===== config.mk =====
export PLATFORM = sky130hd
export DESIGN_NAME = c2c_link_arbiter
export DESIGN_NICKNAME = d
export VERILOG_FILES = /design/src/rtl/c2c_link_arbiter.sv
export SDC_FILE = /design/constraint.sdc
export NUM_CORES = 1
export LEC_CHECK = 0
export ABC_AREA = 1
export BUFFER_PORTS_ARGS = -buffer_cell sky130_fd_sc_hd__buf_2
export CORE_UTILIZATION = 45
export DETAILED_ROUTE_END_ITERATION = 10
export PLACE_DENSITY_LB_ADDON = 0.3
export SLEW_MARGIN = 20
export SYNTH_ARGS = -nofsm -noshare
export SYNTH_HDL_FRONTEND = slang
export SYNTH_SLANG_ARGS = --single-unit

===== constraint.sdc =====
create_clock -name clk -period 3.3 [get_ports clk]
set_input_delay 0.66 -clock clk [delete_from_list [all_inputs] [get_ports clk]]
set_output_delay 0.66 -clock clk [all_outputs]
set_load 0.05 [all_outputs]

===== src/rtl/c2c_link_arbiter.sv =====
// rtl/c2c_link_arbiter.sv - master-side round-robin arbiter and handshake controller for the 3-bit Chip2Chip link
//
// Shares one request/ack/valid/data link among N local requesters. A winner
// is picked round-robin from ptr, its payload is latched at grant, and the
// request -> ack -> valid -> ack-release handshake runs against the slave.
// Completion is reported as a one-cycle one-hot pulse on done_vec.
//
// Optional feature macro: C2C_ARB_TIMEOUT_EN
//   defined   : REQ and RELEASE are bounded by TIMEOUT_CYCLES; expiry aborts the
//               transfer with a one-cycle one-hot pulse on err_vec.
//   undefined : no timer; REQ and RELEASE wait indefinitely; err_vec is 0.
//
// Ports:
//   clk, rst_n        clock, synchronous active-low reset
//   req_vec  [N]      per-requester transfer request, held until done/err
//   data_vec [3N]     per-requester payload, requester i at [3i+2:3i]
//   done_vec [N]      one-hot completion pulse
//   err_vec  [N]      one-hot timeout pulse
//   busy              high whenever the controller is not idle
//   request, valid, data_out[3]   link outputs to the slave
//   ack               link acknowledge from the slave
module c2c_link_arbiter #(
    parameter int N              = 4,
    parameter int PTR_W          = 2,
    parameter int TIMEOUT_CYCLES = 150_000_000,
    parameter int TO_W           = 28
) (
    input  logic             clk,
    input  logic             rst_n,
    input  logic [N-1:0]     req_vec,
    input  logic [3*N-1:0]   data_vec,
    output logic [N-1:0]     done_vec,
    output logic [N-1:0]     err_vec,
    output logic             busy,
    output logic             request,
    input  logic             ack,
    output logic             valid,
    output logic [2:0]       data_out
);

    typedef enum logic [1:0] {
        IDLE    = 2'd0,
        REQ     = 2'd1,
        SEND    = 2'd2,
        RELEASE = 2'd3
    } state_t;

    state_t             state_q, state_d;
    logic [PTR_W-1:0]   ptr_q, ptr_d;
    logic [PTR_W-1:0]   winner_q, winner_d;
    logic [2:0]         data_lat_q, data_lat_d;
    logic [2:0]         data_out_q, data_out_d;
    logic               request_q, request_d;
    logic               valid_q, valid_d;
    logic               busy_q, busy_d;
    logic [N-1:0]       done_q, done_d;

    logic               pick_found;
    logic [PTR_W-1:0]   pick_idx;
    logic [2:0]         pick_data;
    logic [PTR_W-1:0]   next_ptr;
    logic [N-1:0]       winner_onehot;

`ifdef C2C_ARB_TIMEOUT_EN
    localparam logic [TO_W-1:0] TO_LAST = TO_W'(TIMEOUT_CYCLES - 1);

    logic [TO_W-1:0]    timer_q, timer_d;
    logic [N-1:0]       err_q, err_d;
`endif

    // Round-robin search: first asserted request at ptr, ptr+1, ... wrapping at N.
    always_comb begin
        int idx;
        idx        = 0;
        pick_found = 1'b0;
        pick_idx   = '0;
        pick_data  = '0;
        for (int i = 0; i < N; i++) begin
            idx = int'(ptr_q) + i;
            if (idx >= N) begin
                idx = idx - N;
            end
            if (!pick_found && req_vec[idx]) begin
                pick_found = 1'b1;
                pick_idx   = PTR_W'(idx);
                pick_data  = data_vec[3*idx +: 3];
            end
        end
    end

    // The pointer moves just past the finished winner so a requester that keeps
    // its request high goes to the back of the queue.
    assign next_ptr      = (winner_q == PTR_W'(N - 1)) ? '0 : winner_q + PTR_W'(1);
    assign winner_onehot = N'(1) << winner_q;

    always_comb begin
        state_d    = state_q;
        ptr_d      = ptr_q;
        winner_d   = winner_q;
        data_lat_d = data_lat_q;
        data_out_d = data_out_q;
        request_d  = request_q;
        valid_d    = valid_q;
        busy_d     = busy_q;
        done_d     = '0;
`ifdef C2C_ARB_TIMEOUT_EN
        timer_d    = timer_q;
        err_d      = '0;
`endif
        case (state_q)
            IDLE: begin
                // ack is deliberately ignored here; a stale ack must not stall arbitration.
                if (pick_found) begin
                    winner_d   = pick_idx;
                    data_lat_d = pick_data;
                    request_d  = 1'b1;
                    busy_d     = 1'b1;
                    state_d    = REQ;
`ifdef C2C_ARB_TIMEOUT_EN
                    timer_d    = '0;
`endif
                end
            end
            REQ: begin
                if (ack) begin
                    request_d  = 1'b0;
                    valid_d    = 1'b1;
                    data_out_d = data_lat_q;
                    state_d    = SEND;
                end
`ifdef C2C_ARB_TIMEOUT_EN
                else if (timer_q == TO_LAST) begin
                    request_d = 1'b0;
                    valid_d   = 1'b0;
                    err_d     = winner_onehot;
                    ptr_d     = next_ptr;
                    busy_d    = 1'b0;
                    state_d   = IDLE;
                end else begin
                    timer_d = timer_q + TO_W'(1);
                end
`endif
            end
            SEND: begin
                // valid is a single-cycle strobe; data_out is left holding the payload.
                valid_d = 1'b0;
                state_d = RELEASE;
`ifdef C2C_ARB_TIMEOUT_EN
                timer_d = '0;
`endif
            end
            RELEASE: begin
                if (!ack) begin
                    done_d  = winner_onehot;
                    ptr_d   = next_ptr;
                    busy_d  = 1'b0;
                    state_d = IDLE;
                end
`ifdef C2C_ARB_TIMEOUT_EN
                else if (timer_q == TO_LAST) begin
                    request_d = 1'b0;
                    valid_d   = 1'b0;
                    err_d     = winner_onehot;
                    ptr_d     = next_ptr;
                    busy_d    = 1'b0;
                    state_d   = IDLE;
                end else begin
                    timer_d = timer_q + TO_W'(1);
                end
`endif
            end
            default: begin
                state_d = IDLE;
            end
        endcase
    end

    always_ff @(posedge clk) begin
        if (!rst_n) begin
            state_q    <= IDLE;
            ptr_q      <= '0;
            winner_q   <= '0;
            data_lat_q <= '0;
            data_out_q <= '0;
            request_q  <= 1'b0;
            valid_q    <= 1'b0;
            busy_q     <= 1'b0;
            done_q     <= '0;
        end else begin
            state_q    <= state_d;
            ptr_q      <= ptr_d;
            winner_q   <= winner_d;
            data_lat_q <= data_lat_d;
            data_out_q <= data_out_d;
            request_q  <= request_d;
            valid_q    <= valid_d;
            busy_q     <= busy_d;
            done_q     <= done_d;
        end
    end

`ifdef C2C_ARB_TIMEOUT_EN
    always_ff @(posedge clk) begin
        if (!rst_n) begin
            timer_q <= '0;
            err_q   <= '0;
        end else begin
            timer_q <= timer_d;
            err_q   <= err_d;
        end
    end

    assign err_vec = err_q;
`else
    assign err_vec = '0;
`endif

    assign done_vec = done_q;
    assign busy     = busy_q;
    assign request  = request_q;
    assign valid    = valid_q;
    assign data_out = data_out_q;

endmodule


* Word level (Yosys, flattened, before mapping)
Cells that the tools add are included.
Cells by class: muxes and demuxes 40, divide/modulo/power cells 0, bitwise gates (word level) 3, multipliers 4, reductions and logical operators 18, $lt $le $gt $ge 8, $add $sub $neg 8, equal/unequal tests 7, shift operators 5
Operators by type and width (number):
- $lt 32x4->1 const B | 4
- $mul 3x32->32 const A | 4
- $mux 32 | 4
- $shiftx 12x32->3 | 4
- $mux 1 | 16
- $mux 2 | 8
- $mux 3 | 4
- $sub 3x3->4 const B | 3
- $ge 3x3->1 const B | 3
- $reduce_and 3->1 | 3
- $bmux 1 s2 | 4
- $pmux 2 s4 | 1
- $reduce_and 2->1 | 4
- $add 2x2->3 const B | 2
- $eq 2x2->1 const B | 3
- $ne 2x2->1 const B | 3
- $pmux 1 s2 | 3
- $reduce_bool 2->1 | 3
- $shl 1x2->4 const A | 1
- $sub 2x3->4 const B | 1
- $add 2x1->3 const B | 1
- $ge 2x3->1 const B | 1
- $logic_and 1x1->1 | 3
- $logic_not 1->1 | 3
- 5 further kinds | 7
Word-level totals: memories kept 0, output and inout bits 14, RAM bits 0, flip-flop bits (word level) 19, bits in latches 0, word-level logic and storage cells 102, memory bits (read-only) 0

* Logic depth before layout (Yosys ltp)
depth after elaboration 17, mapped depth 20, depth with buffers taken out 15

* Worst setup path after synthesis
Ideal clock, no wire load.
path type register to register, start reg ptr_q[0], end reg data_lat_q[2], stages on the path, launching flop included 21, setup time 0.118 ns, slack 0.512 ns, buffers on the path 6, clock period less this slack 2.788 ns, data required time 3.182 ns, arrival time 2.670 ns, path through dfxtp_1 buf_6 inv_4 buf_6 buf_6 ha_1 buf_4 inv_1 buf_4 buf_2 nor3_1 ha_1 a21oi_1 nor2_1 nand4_1 nand3b_1 nand2_1 nor2_1 nand2_1 nand2_1 a21oi_2
Between the ends: word-level cells in the longest chain between the ends 16
Ends and longest elaborated chain:
- start: declaration | line 49 | logic [PTR_W-1:0] ptr_q, ptr_d;
- start signal: assignment | line 191 | ptr_q <= ptr_d;
- parallel branches: the longest is 16 deep, another holds $mul 3x32->32
- end signal: assignment | line 193 | data_lat_q <= data_lat_d;
- end: declaration | line 51 | logic [2:0] data_lat_q, data_lat_d;
Several ways; the timed one is not identified. The select of a mux whose other input is x is not followed. A chain may end at the register's enable or synchronous reset.

* Final worst setup path
start reg ptr_q[0], end reg data_lat_q[0]
The elaborated chain is that of the path after synthesis.

==> results.yml <==
route:
  viasPerCell: 5.30
  vias: 2501
  route.met2.wl_um: 2730
  routed_wl_um: 5960
  first_iter_violations: 272
  drc: 0
  dr.pass1.iters: 6
  routedWlPerCell_um: 12.6
  met1_length_um: 2800
  highest_layer: "met4"
  wl_met3_um: 354
  detail-route-antenna-nets: 0
yosys:
  synth-warning-count: 0
  netlist.area_leader.share_pct: 22.0
  yosysTopAreaCell: "nand2_1"
  syn_avg_cell_area_sq_um: 5.76
  ys_seq_area_share_pct: 17.2
  syn-cell-area_sq_um: 2220
  synth.area.top_cells: "nand2_1 22%, dfxtp_1 17%, nand3_1 10%, ha_1 7.9%, nor2_1 5.6%"
  ys_types: 35
  ys_ff_latch: 19
  synthCells: 385
cells_and_area:
  design_area_sq_um: 2390
  nFillCells: 493
  final_nets: 439
  areaGrowthSynthToFinish_pct: 7.74
  antenna_cells: 0
  layout.cells.non_filler: 472
  drive_gt1_share_pct: 13.8
sta:
  skew_ns: 0.00261
  setup_violations: 0
  rsz0062_at_grt: "false"
  final_max_slew_viol_count: 0
  min_period_ns: 2.56
  finalCritPeriodShare_pct: 77.5
  tns_ns: 0
  timing.final.hold_violations: 0
  fmax_mhz: 391
grt:
  grt_pass1_vias: 2117
  antenna_found_initial: 0
  grt_use_total_pct: 23.5
  gr-total-overflow: 0
  grt_max_degree: 26
  grt_pass1_wl_um: 9690
placement:
  dpl_cell_area_sq_um: 2340
  dp_hpwl_um: 4740
  gp_congestion: 0.895
  place.port_buffers: 28
  dp.cells: 468
power:
  vdd_drop_max_v: 0.000531
  p_per_area_nw_per_um2: 615
  fin_total_pwr_w: 0.00147
  total_leakage_power_nw: 1.23
floorplanning:
  row_count: 25
  die_w_um: 72.2
  die-area_sq_um: 5210
  io_pins: 33
  coreArea_sq_um: 4720
  initial_utilization_pct: 46.9
  die_height_um: 72.2
job:
  cap_violations: 0
worst_setup_path:
  worst_ep_required_time_ns: 3.50
  crit_path_end_kind: "flop"
  worstSetupStartpointType: "flop"
  path_class: "reg2reg"
  crit_fanout: 23
  arrival_ns: 2.75
clock_network:
  cts_tree: "done"
  cts_hold_buffers: 0
  clock_latency_ns: 0.25
  h-tree-depth: 1
  post_cts_resized: 0
  cts.path.max_buffers: 2
  cts_setup_buffers: 0
  cts_inserted_buffers: 3
  cts-root-buf: "clkbuf_8"
  clock-sinks: 19
  clkTransAtPathRegs_ns: 0.07
outcome:
  status: "complete, no violations"
worst_hold_path:
  worst_hold_path_type: "reg2reg"
[per-stage QoR]
stage          util [%]  hold WS (ns)  setup WS [ns]
6_report           50.5         0.461          0.744
5_1_grt            50.5         0.507          0.398
4_1_cts            50.5         0.464          0.760
3_5_place_dp       49.6         0.453          0.779
3_3_place_gp       49.6         0.451          0.844
2_1_floorplan         -         0.452          0.512
[state kept, by name, indices dropped and copies added, names as in the netlist]
| name | count |
|---|---|
| request | 1 |
| winner_q | 2 |
| state_q | 2 |
| busy | 1 |
| data_out | 3 |
| done_vec | 4 |
| ptr_q | 2 |
| data_lat_q | 3 |
| valid | 1 |
[final timing paths]
kind / startpoint / end / slack [ns] / cells past startpoint
max: ptr_q[0]$_SDFFE_PN0P_ / data_lat_q[0]$_SDFFE_PN0P_ / 0.74 / 14
min: busy$_SDFFE_PN0P_ / busy$_SDFFE_PN0P_ / 0.46 / 2
max reg2reg: ptr_q[0]$_SDFFE_PN0P_ / data_lat_q[0]$_SDFFE_PN0P_ / 0.74 / 14
min reg2reg: busy$_SDFFE_PN0P_ / busy$_SDFFE_PN0P_ / 0.46 / 2
[routing by layer]
layer / vias up / global-route usage, %
met3: 6 / 3.06
met4: 0 / 6.10
met2: 96 / 37.1
li1: 1289 / -
met5: - / 0
met1: 1110 / 33.8
[layout by cell type (no fill, tap or decap), types with 3 or more instances in the layout]
master	n
o211ai_1	6
ha_1	14
a21oi_1	17
clkbuf_8	3
nand4_1	3
nor2_1	33
conb_1	5
inv_2	3
nand2_1	130
o21ai_1	9
nor3_1	3
and2_1	3
buf_4	3
buf_2	28
nand3_1	45
nand2_2	10
dfxtp_1	19
inv_1	30
o21ai_0	19
nand3_2	4
[cell families (layout without fill, tap and decap cells)]
kind of cell / Yosys count / in the layout / synth area share [%]
buf+inv: 54 / 70 / 12.1
flops: 19 / 19 / 17.2
other cells: 1 / 5 / 0.169
compound gates: 58 / 58 / 14.7
xor+xnor: 1 / 1 / 0.395
fa+ha+maj: 14 / 14 / 7.91
simple gates: 238 / 238 / 47.5
[power breakdown]
group / leakage (nW) / internal (W) / total, W / switching (W)
clock network: 0.0228 / 0.0000858 / 0.000161 / 0.0000756
logic: 1.05 / 0.000301 / 0.000958 / 0.000657
registers: 0.156 / 0.000296 / 0.000347 / 0.0000513
[synth_stat cells]
master	number
a211oi_1	1
a21boi_0	1
a21oi_1	17
a21oi_2	1
and2_1	3
buf_2	6
buf_4	7
buf_6	4
clkbuf_1	2
clkinv_1	1
conb_1	1
dfxtp_1	19
ha_1	14
inv_1	30
inv_2	3
inv_4	1
nand2_1	130
nand2_2	10
nand3_1	45
nand3_2	4
nand3b_1	2
nand4_1	3
nor2_1	33
nor2_8	1
nor3_1	3
nor4_1	2
o2111ai_1	1
o211ai_1	6
o21a_1	2
o21ai_0	19
o21ai_1	9
o21ai_2	1
or2_1	1
or2_2	1
xor2_1	1
[critical path, cell delays in order (launching register included)]
cell and delay (ns):
dfxtp_1 0.40, inv_4 0.24, ha_1 0.39, clkinv_1 0.30, nor2_1 0.16, ha_1 0.24
nand2_1 0.06, nand3_1 0.11, o21ai_0 0.12, inv_1 0.06, nor2_1 0.14, nand3_1 0.09
nand2_1 0.06, nor2_1 0.04, nor2_1 0.07
[layout make-up]
class	instances	area (sq um)	share of cell area [%]
inverter	35	134	5.61
timing repair buffer	31	163	6.81
sequential	19	380	15.9
tap	67	83.8	3.51
clock buffer	4	45.0	1.89
multi-input combinational	316	1580	66.2
Power figures use the tool's default switching activity.
